===== src/rtl/axi_dual_channel_bridge.sv =====
// Cache-to-AXI3 master bridge: independent read and write engines, single-beat or full-line INCR bursts.
// Latency: request accept -> ar/awvalid 1 cycle; last R beat -> rd_done 1 cycle; B handshake -> wr_done 1 cycle.
// Backpressure: one request per engine in flight; rd_req_ready also drops while a writeback to the same line is pending.
module axi_dual_channel_bridge #(
    parameter int DATA_W = 32,
    parameter int BEATS  = 8,
    parameter int ID_W   = 4,
    parameter int RD_ID  = 0,
    parameter int WR_ID  = 1
) (
    input  logic                    clk,
    input  logic                    rstn,
    input  logic                    rd_req_valid,
    output logic                    rd_req_ready,
    input  logic [31:0]             rd_req_addr,
    input  logic                    rd_req_burst,
    input  logic [2:0]              rd_req_size,
    output logic                    rd_done,
    output logic                    rd_err,
    output logic [DATA_W-1:0]       rd_word,
    output logic [BEATS*DATA_W-1:0] rd_block,
    input  logic                    wr_req_valid,
    output logic                    wr_req_ready,
    input  logic [31:0]             wr_req_addr,
    input  logic                    wr_req_burst,
    input  logic [DATA_W/8-1:0]     wr_req_strb,
    input  logic [DATA_W-1:0]       wr_req_word,
    input  logic [BEATS*DATA_W-1:0] wr_req_block,
    output logic                    wr_done,
    output logic                    wr_err,
    output logic [ID_W-1:0]         arid,
    output logic [31:0]             araddr,
    output logic [7:0]              arlen,
    output logic [2:0]              arsize,
    output logic [1:0]              arburst,
    output logic [1:0]              arlock,
    output logic [3:0]              arcache,
    output logic [2:0]              arprot,
    output logic                    arvalid,
    input  logic                    arready,
    input  logic [ID_W-1:0]         rid,
    input  logic [DATA_W-1:0]       rdata,
    input  logic [1:0]              rresp,
    input  logic                    rlast,
    input  logic                    rvalid,
    output logic                    rready,
    output logic [ID_W-1:0]         awid,
    output logic [31:0]             awaddr,
    output logic [7:0]              awlen,
    output logic [2:0]              awsize,
    output logic [1:0]              awburst,
    output logic [1:0]              awlock,
    output logic [3:0]              awcache,
    output logic [2:0]              awprot,
    output logic                    awvalid,
    input  logic                    awready,
    output logic [ID_W-1:0]         wid,
    output logic [DATA_W-1:0]       wdata,
    output logic [DATA_W/8-1:0]     wstrb,
    output logic                    wlast,
    output logic                    wvalid,
    input  logic                    wready,
    input  logic [ID_W-1:0]         bid,
    input  logic [1:0]              bresp,
    input  logic                    bvalid,
    output logic                    bready
);

    localparam int          STRB_W     = DATA_W / 8;
    localparam int          BLK_W      = BEATS * DATA_W;
    localparam int          LINE_BYTES = BEATS * STRB_W;
    localparam logic [31:0] LINE_MASK  = ~(32'(LINE_BYTES) - 32'd1);
    localparam logic [31:0] WORD_MASK  = ~(32'(STRB_W) - 32'd1);
    localparam logic [2:0]  FULL_SIZE  = 3'($clog2(STRB_W));
    localparam logic [7:0]  BURST_LEN  = 8'(BEATS - 1);

    typedef enum logic [1:0] {R_IDLE, R_AR, R_DATA, R_DONE} r_state_t;
    typedef enum logic [2:0] {W_IDLE, W_AW, W_DATA, W_RESP, W_DONE} w_state_t;

    r_state_t          r_state;
    w_state_t          w_state;
    logic [7:0]        r_cnt;
    logic              r_err;
    logic              r_burst;
    logic [7:0]        w_cnt;
    logic [31:0]       w_line;
    logic [BLK_W-1:0]  w_shift;
    logic              hazard;
    logic              unused_inputs;

    // Fixed AXI attributes: INCR, normal access, bufferable/modifiable, unprivileged.
    assign arid    = ID_W'(RD_ID);
    assign awid    = ID_W'(WR_ID);
    assign wid     = ID_W'(WR_ID);
    assign arburst = 2'b01;
    assign awburst = 2'b01;
    assign arlock  = 2'b00;
    assign awlock  = 2'b00;
    assign arcache = 4'b0011;
    assign awcache = 4'b0011;
    assign arprot  = 3'b000;
    assign awprot  = 3'b000;
    assign unused_inputs = ^{rid, bid, rresp[0], bresp[0]};

    // Read-after-write guard: never fetch a line whose writeback has not completed.
    assign hazard       = (w_state != W_IDLE) && ((rd_req_addr & LINE_MASK) == w_line);
    assign rd_req_ready = (r_state == R_IDLE) && !hazard;
    assign wr_req_ready = (w_state == W_IDLE);

    // Read engine: issue AR, collect beats into rd_block/rd_word, pulse rd_done.
    always_ff @(posedge clk) begin
        if (!rstn) begin
            r_state  <= R_IDLE;
            arvalid  <= 1'b0;
            araddr   <= '0;
            arlen    <= '0;
            arsize   <= '0;
            rready   <= 1'b0;
            rd_done  <= 1'b0;
            rd_err   <= 1'b0;
            rd_word  <= '0;
            rd_block <= '0;
            r_cnt    <= '0;
            r_err    <= 1'b0;
            r_burst  <= 1'b0;
        end else begin
            case (r_state)
                R_IDLE: begin
                    if (rd_req_valid && rd_req_ready) begin
                        r_burst  <= rd_req_burst;
                        rd_block <= '0;
                        r_err    <= 1'b0;
                        r_cnt    <= '0;
                        arvalid  <= 1'b1;
                        araddr   <= rd_req_burst ? (rd_req_addr & LINE_MASK) : rd_req_addr;
                        arlen    <= rd_req_burst ? BURST_LEN : 8'd0;
                        arsize   <= rd_req_burst ? FULL_SIZE : rd_req_size;
                        r_state  <= R_AR;
                    end
                end
                R_AR: begin
                    if (arready) begin
                        arvalid <= 1'b0;
                        rready  <= 1'b1;
                        r_state <= R_DATA;
                    end
                end
                R_DATA: begin
                    if (rvalid) begin
                        if (r_burst) begin
                            for (int i = 0; i < BEATS; i++) begin
                                if (r_cnt == 8'(i)) begin
                                    rd_block[i*DATA_W +: DATA_W] <= rdata;
                                end
                            end
                        end else begin
                            rd_word <= rdata;
                        end
                        r_cnt <= r_cnt + 8'd1;
                        r_err <= r_err | rresp[1];
                        // An early rlast ends the burst; untouched slots stay zero.
                        if (rlast || (r_cnt == arlen)) begin
                            rready  <= 1'b0;
                            rd_done <= 1'b1;
                            rd_err  <= r_err | rresp[1];
                            r_state <= R_DONE;
                        end
                    end
                end
                R_DONE: begin
                    rd_done <= 1'b0;
                    rd_err  <= 1'b0;
                    r_state <= R_IDLE;
                end
                default: r_state <= R_IDLE;
            endcase
        end
    end

    // Write engine: issue AW, stream beats from a shift register, wait for B, pulse wr_done.
    always_ff @(posedge clk) begin
        if (!rstn) begin
            w_state <= W_IDLE;
            awvalid <= 1'b0;
            awaddr  <= '0;
            awlen   <= '0;
            awsize  <= '0;
            wvalid  <= 1'b0;
            wdata   <= '0;
            wstrb   <= '0;
            wlast   <= 1'b0;
            bready  <= 1'b0;
            wr_done <= 1'b0;
            wr_err  <= 1'b0;
            w_cnt   <= '0;
            w_line  <= '0;
            w_shift <= '0;
        end else begin
            case (w_state)
                W_IDLE: begin
                    if (wr_req_valid) begin
                        w_line  <= wr_req_addr & LINE_MASK;
                        w_shift <= wr_req_burst ? wr_req_block : BLK_W'(wr_req_word);
                        wstrb   <= wr_req_burst ? {STRB_W{1'b1}} : wr_req_strb;
                        awaddr  <= wr_req_burst ? (wr_req_addr & LINE_MASK) : (wr_req_addr & WORD_MASK);
                        awlen   <= wr_req_burst ? BURST_LEN : 8'd0;
                        awsize  <= FULL_SIZE;
                        awvalid <= 1'b1;
                        w_state <= W_AW;
                    end
                end
                W_AW: begin
                    if (awready) begin
                        awvalid <= 1'b0;
                        wvalid  <= 1'b1;
                        wdata   <= w_shift[DATA_W-1:0];
                        wlast   <= (awlen == 8'd0);
                        w_cnt   <= '0;
                        w_state <= W_DATA;
                    end
                end
                W_DATA: begin
                    if (wready) begin
                        if (w_cnt == awlen) begin
                            wvalid  <= 1'b0;
                            wlast   <= 1'b0;
                            bready  <= 1'b1;
                            w_state <= W_RESP;
                        end else begin
                            w_cnt   <= w_cnt + 8'd1;
                            wdata   <= w_shift[2*DATA_W-1:DATA_W];
                            w_shift <= w_shift >> DATA_W;
                            wlast   <= ((w_cnt + 8'd1) == awlen);
                        end
                    end
                end
                W_RESP: begin
                    if (bvalid) begin
                        bready  <= 1'b0;
                        wr_err  <= bresp[1];
                        wr_done <= 1'b1;
                        w_state <= W_DONE;
                    end
                end
                W_DONE: begin
                    wr_done <= 1'b0;
                    wr_err  <= 1'b0;
                    w_state <= W_IDLE;
                end
                default: w_state <= W_IDLE;
            endcase
        end
    end

endmodule


===== config.mk =====
export PLATFORM = sky130hd
export DESIGN_NAME = axi_dual_channel_bridge
export DESIGN_NICKNAME = d
export VERILOG_FILES = /design/src/rtl/axi_dual_channel_bridge.sv
export SDC_FILE = /design/constraint.sdc
export NUM_CORES = 1
export LEC_CHECK = 0
export ABC_AREA = 0
export CAP_MARGIN = 15
export CORE_AREA = 2 2 339 341
export DETAILED_ROUTE_END_ITERATION = 16
export DIE_AREA = 0 0 341 343
export DONT_BUFFER_PORTS = 1
export PLACE_DENSITY = 0.49
export SLEW_MARGIN = 30
export SYNTH_ARGS = -nofsm -noshare
export SYNTH_HDL_FRONTEND = slang
export SYNTH_SLANG_ARGS = --single-unit

===== constraint.sdc =====
create_clock -name clk -period 3.2 [get_ports clk]
set_clock_uncertainty 0.2 [all_clocks]
set_input_delay 0.64 -clock clk [delete_from_list [all_inputs] [get_ports clk]]
set_output_delay 0.64 -clock clk [all_outputs]
set_load 0.005 [all_outputs]

==> impl_metrics.csv, run 1 <==
group,metric,value,unit
grt,grt_max_degree,268,
die,rows,124,
timing,hold_viol,0,
die,io_pins,871,
drt,drt_iter0_markers,1460,
drt,drt_pass1_iterations,5,
placement,gp_congestion,0.816,
drt,drt.antenna.violating_nets,0,
grt,track_usage,16.4,%
yosys,async_reset_ff_share,0,%
worst_setup_path,crit_path_start_kind,"flop",
timing,min_period,3.06,ns
yosys,synth_edf_count,0,
clock_tree,clk_latency,0.63,ns
die,dieWidth,341,um
worst_setup_path,critical_path_class,"reg -> out",
grt,grt_pass1_wl,149000,um
yosys,avgSynthCellArea,9.04,um2
placement,dp_hpwl,70900,um
worst_setup_path,worst_ep_required_time,2.36,ns
die,dieArea,117000,um2
clock_tree,cts_buffers,80,
pwr,power_leakage,13.1,nW
drt,route.met2.wl,48400,um
timing,tightestPinTransition,1.08,ns
cells_and_area,nNetsFinal,3834,
timing,relSlewSlack,28.0,%
die,die_h,343,um
grt,grt_pass1_vias,22900,
clock_tree,clk_path_buf_depth,3,
clock_tree,clk_pin_slew,0.06,ns
yosys,yosysWarningCount,0,
drt,wl_met1,42400,um
timing,fmax,0.327,GHz
drt,avgRoutedWirePerCell,20.4,um
drt,via_per_inst,4.71,
yosys,ys_ff_latch,680,
yosys,synth_area_leaders,"dfxtp_1 (46%), mux2i_1 (11%), nand2_1 (10%)",
worst_setup_path,worstPathMaxFanout,9,
pwr,power_density,654,nW/um2
clock_tree,h-tree-depth,3,
yosys,synth.largest_area_cell,"dfxtp_1",
cells_and_area,drive_gt1_share,11.9,%
yosys,ys_types,52,
drt,wl_met3,8180,um
placement,io_buffer_count,0,
drt,wirelength,102000,um
drt,num_vias,23600,
timing,rsz0062_at_grt,"no",
placement,dp_slack,0.108,ns
run_status,status,"completed",
yosys,ys.flop_type,"dfxtp_1",
clock_tree,cts.sinks,680,
timing,fin_tns_setup,0,ns
cells_and_area,area_growth,23.9,%
drt,highest_layer,"met4",
timing,fin_ws,0.141,ns
worst_setup_path,critPathArrivalTime,2.22,ns
clock_tree,cts_root_buffer,"clkbuf_16",
cells_and_area,layout_common_cells,"nand2_1 (796), dfxtp_1 (680), mux2i_1 (325), dlygate4sd3_1 (301), nor2_1 (290)",
grt,antenna_found_initial,22,
run,max_cap_viol_count,0,
timing,final-setup-viol-count,0,
yosys,synth_cells,3246,
pwr,vdd_ir_drop_max,0.404,mV
drt,drc,0,
yosys,syn_area,29400,um2
grt,grt_overflow,0,
yosys,synth.top_cell.area_share,46.4,%
die,start_util,25.9,%
cells_and_area,final_common_cell,"nand2_1",
worst_setup_path,rrSetupSlack,0.37,ns
timing,slew_violations,0,
timing,min_period_over_period,95.6,%
min_path,hold_class,"in -> reg",
yosys,synth_seq_area_share,46.4,%
worst_setup_path,endpoint_kind,"output port",
die,design.core.area,113000,um2
clock_tree,cts_tree,"built",
==> routing by layer <==
metal / track usage, % / up-vias
li1: - / 11500
met1: 20.3 / 11200
met2: 26.9 / 838
met3: 4.85 / 142
met4: 5.86 / 0
met5: 0 / -
==> state kept, by name (all words and copies together), names as in the netlist, 2 cells and up <==
register  cells
r_cnt         8
w_state       3
w_shift     256
wstrb         4
w_cnt         8
araddr       32
w_line       26
rd_block    256
arsize        3
rd_word      32
r_state       2
awaddr        4
wdata        32
==> per-stage QoR <==
step	total power (W)	utilization [%]	hold WS, ns	instances	cell area, um2
CTS	0.0241	32.0	0.000638	4984	36300
global placement	0.0143	26.9	0.238	4539	30600
finish	0.0238	32.1	0.0498	5007	36400
global route	0.0248	32.1	0.0215	5006	36400
detailed placement	0.0143	26.9	0.245	4539	30600
floorplan	0.0131	-	0.226	3292	29500
==> where the power goes <==
group	internal [W]	switching (W)	leakage [nW]	total [W]
sequential	0.00925	0.000699	5.54	0.00995
combinational	0.00192	0.00258	6.29	0.00450
clock	0.00554	0.00378	1.31	0.00933
==> Yosys cell counts (29+ instances only) <==
master and instances:
a311oi_2 192, o21ai_0 47, xor2_1 29, buf_6 40, mux2i_1 325, nand2_1 798
nand3_1 236, clkbuf_1 184, a311oi_1 32, buf_2 44, a21oi_1 151, dfxtp_1 680
nor2_1 291, buf_4 62
==> logic make-up (layout without fill, tap and decap cells) <==
logic type / count (synthesis) / in the layout / share of synthesized area (%)
DFF: 680 / 680 / 46.4
and+or+nand+nor: 1394 / 1394 / 19.5
other: 2 / 70 / 0.0256
buffers and inverters: 346 / 527 / 6.43
xor gates and xnor gates: 32 / 32 / 0.955
muxes: 328 / 328 / 11.2
adders and majority gates: 9 / 9 / 0.384
AOI/OAI and AO/OA: 455 / 455 / 15.1
==> final timing paths <==
kind / from / endpoint / cells past startpoint
min: wr_req_burst / w_shift[217]$_SDFFE_PN0P_ / 2
max reg2reg: w_line[27]$_SDFFE_PN0P_ / rd_block[208]$_SDFFE_PN0P_ / 9
max: w_line[15]$_SDFFE_PN0P_ / rd_req_ready / 5
min reg2reg: r_err$_SDFFE_PN0P_ / r_err$_SDFFE_PN0P_ / 2
==> worst max-delay path, stage by stage, from the launching register on <==
cell and delay, ns:
dfxtp_1 0.36, xor2_1 0.18, nor4_1 0.33, buf_4 0.18, nand4_4 0.23, o21a_1 0.31
==> final cells by class <==
| cell class | instances | area, um2 |
|---|---|---|
| Antenna cell | 22 | 55.1 |
| Clock buffer | 121 | 2370 |
| Clock inverter | 24 | 318 |
| Fill cell | 11900 | 77100 |
| Inverter | 10 | 45.0 |
| Multi-Input combinational cell | 2266 | 14100 |
| Sequential cell | 680 | 13600 |
| Tap cell | 1512 | 1890 |
| Timing Repair Buffer | 372 | 3930 |
==> timing repair <==
| action | 4_1_cts | 5_1_grt |
|---|---|---|
| endpoints found under the setup margin | 1 | 1 |
| setup buffers | 0 | 0 |
| pin swaps | 1 | 0 |
| hold buffers | 301 | 1 |
| endpoints found under the hold margin | 304 | 4 |
| gates resized for setup | 4 | 1 |
Note: power is estimated with default switching activity, not from simulation.
==> inputs of run 2 (changes only) <==
Settings changed: SETUP_SLACK_MARGIN from default to 0.3.
==> run 2 against run 1 <==
Compared with the run above:
- via count grew 0.78%
- final cell count grew 0.44%
- critical path depth grew 1
- utilization grew 0.28 points
- non-clock buffer count grew 22
- worst hold slack gained 0.0011 ns
- die area is the same
- first-iteration DRC count grew 3.1%
- total power grew 1.1%
- flip-flop and latch count is the same
- sequential power is essentially flat
- combinational power grew 5.6%
- largest cell class unchanged
- highest routed layer unchanged
==> impl_metrics.csv, run 2 (same netlist as run 1, synthesis figures left out) <==
group,metric,value,unit
worst_setup_path,worst_ep_required_time,2.36,ns
worst_setup_path,crit_path_start_kind,"flop",
worst_setup_path,critPathArrivalTime,2.14,ns
clock_tree,cts.sinks,680,
worst_setup_path,critical_path_class,"reg -> out",
clock_tree,cts_tree,"built",
timing,tightestPinTransition,1.15,ns
clock_tree,h-tree-depth,3,
timing,min_period_over_period,93.0,%
drt,drt_pass1_iterations,6,
grt,antenna_found_initial,22,
drt,drt_iter0_markers,1505,
placement,place_inst,4539,
cells_and_area,final_common_cell,"nand2_1",
die,dieWidth,341,um
worst_setup_path,crit_path_top_delay_cell,"dfxtp_4",
drt,avgRoutedWirePerCell,20.5,um
timing,final-setup-viol-count,0,
timing,slew_violations,0,
min_path,hold_class,"in -> reg",
run_status,status,"completed",
grt,grt_pass1_wl,149000,um
die,design.core.area,113000,um2
grt,track_usage,16.4,%
die,dieArea,117000,um2
run,max_cap_viol_count,0,
placement,placed_area,30600,um2
die,io_pins,871,
clock_tree,cts_root_buffer,"clkbuf_16",
timing,relSlewSlack,23.3,%
clock_tree,cts_buffers,80,
timing,fmax,0.336,GHz
clock_tree,clk_path_buf_depth,3,
grt,grt_overflow,0,
cells_and_area,area_growth,24.9,%
worst_setup_path,worstPathMaxFanout,3,
clock_tree,clk_latency,0.63,ns
drt,via_per_inst,4.73,
worst_setup_path,rrSetupSlack,0.38,ns
pwr,vdd_ir_drop_max,0.414,mV
die,rows,124,
worst_setup_path,timing.critical_path.buf_inv,2,
cells_and_area,finalInstanceArea,36700,um2
drt,drc,0,
cells_and_area,instances_no_fill,5029,
die,die_h,343,um
worst_setup_path,slowest_delay,0.36,ns
drt,wirelength,103000,um
drt,num_vias,23800,
drt,drt.antenna.violating_nets,0,
grt,grt_pass1_vias,22900,
grt,grt_max_degree,268,
worst_setup_path,endpoint_kind,"output port",
timing,rsz0062_at_grt,"yes",
placement,gp_congestion,0.816,
pwr,power_leakage,13.3,nW
timing,fin_tns_setup,0,ns
cells_and_area,nNetsFinal,3856,
worst_setup_path,cp_top_family,"simple AND/OR/NAND/NOR gates",
placement,io_buffer_count,0,
pwr,power_density,655,nW/um2
placement,dp_hpwl,70900,um
clock_tree,clk_pin_slew,0.06,ns
worst_setup_path,critical_path.cell_chain,"xor2_2 -> nor4_2 -> buf_4 -> nand4_4 -> buf_6 -> o21a_4",
timing,hold_viol,0,
timing,min_period,2.98,ns
cells_and_area,drive_gt1_share,13.0,%
cells_and_area,layout_common_cells,"nand2_1 (796), dfxtp_1 (667), mux2i_1 (325), dlygate4sd3_1 (301), nor2_1 (290)",
cells_and_area,biggestRegsByFlops,"rd_block: 256 flops, w_shift: 256 flops",
die,start_util,25.9,%
[run 2: final cells by class]
cell class	instances	area, um2
Clock inverter	24	318
Timing Repair Buffer	394	4190
Inverter	10	45.0
Antenna cell	22	55.1
Clock buffer	121	2370
Tap cell	1512	1890
Multi-Input combinational cell	2266	14200
Fill cell	11800	76700
Sequential cell	680	13600
[run 2: through the flow]
stage | utilization [%] | hold WS [ns] | setup slack, ns | power, W
floorplan | - | 0.226 | 0.697 | 0.0131
detailed placement | 26.9 | 0.245 | 0.108 | 0.0143
global placement | 26.9 | 0.238 | 0.117 | 0.0143
global route | 32.3 | 0.0215 | 0.144 | 0.0250
finish | 32.3 | 0.0509 | 0.224 | 0.0240
CTS | 32.1 | 0.000638 | 0.129 | 0.0241
[run 2: worst paths after layout]
| kind | start | endpoint | depth (start not counted) |
|---|---|---|---|
| setup reg to reg | w_cnt[0]$_SDFFE_PN0P_ | w_shift[150]$_SDFFE_PN0P_ | 7 |
| hold / removal | wr_req_burst | w_shift[217]$_SDFFE_PN0P_ | 2 |
| setup / recovery | w_line[24]$_SDFFE_PN0P_ | rd_req_ready | 6 |
| hold reg to reg | w_shift[232]$_SDFFE_PN0P_ | w_shift[232]$_SDFFE_PN0P_ | 2 |
[run 2: what timing repair did]
item | in CTS | in global routing
endpoints found under the setup margin | 39 | 66
cloned | 0 | 2
buffers inserted | 5 | 14
resized for setup | 9 | 21
hold buffers | 301 | 1
pin swaps | 3 | 9
hold endpoints to repair | 304 | 4
[run 2: layer usage]
layer	vias to the layer above	GRT usage (%)	part of all wire, %
met4	0	5.86	2.9
met1	11300	20.3	42
met3	147	4.87	8.0
met5	-	0	0
met2	856	26.9	47
li1	11500	-	-
[run 2: power breakdown]
part           leakage [nW]  switching, W  internal [W]  total [W]
Clock                  1.31       0.00378       0.00554    0.00932
Combinational          6.44       0.00267       0.00209    0.00475
Sequential             5.55      0.000700       0.00926    0.00996
Total                  13.3       0.00715        0.0169     0.0240
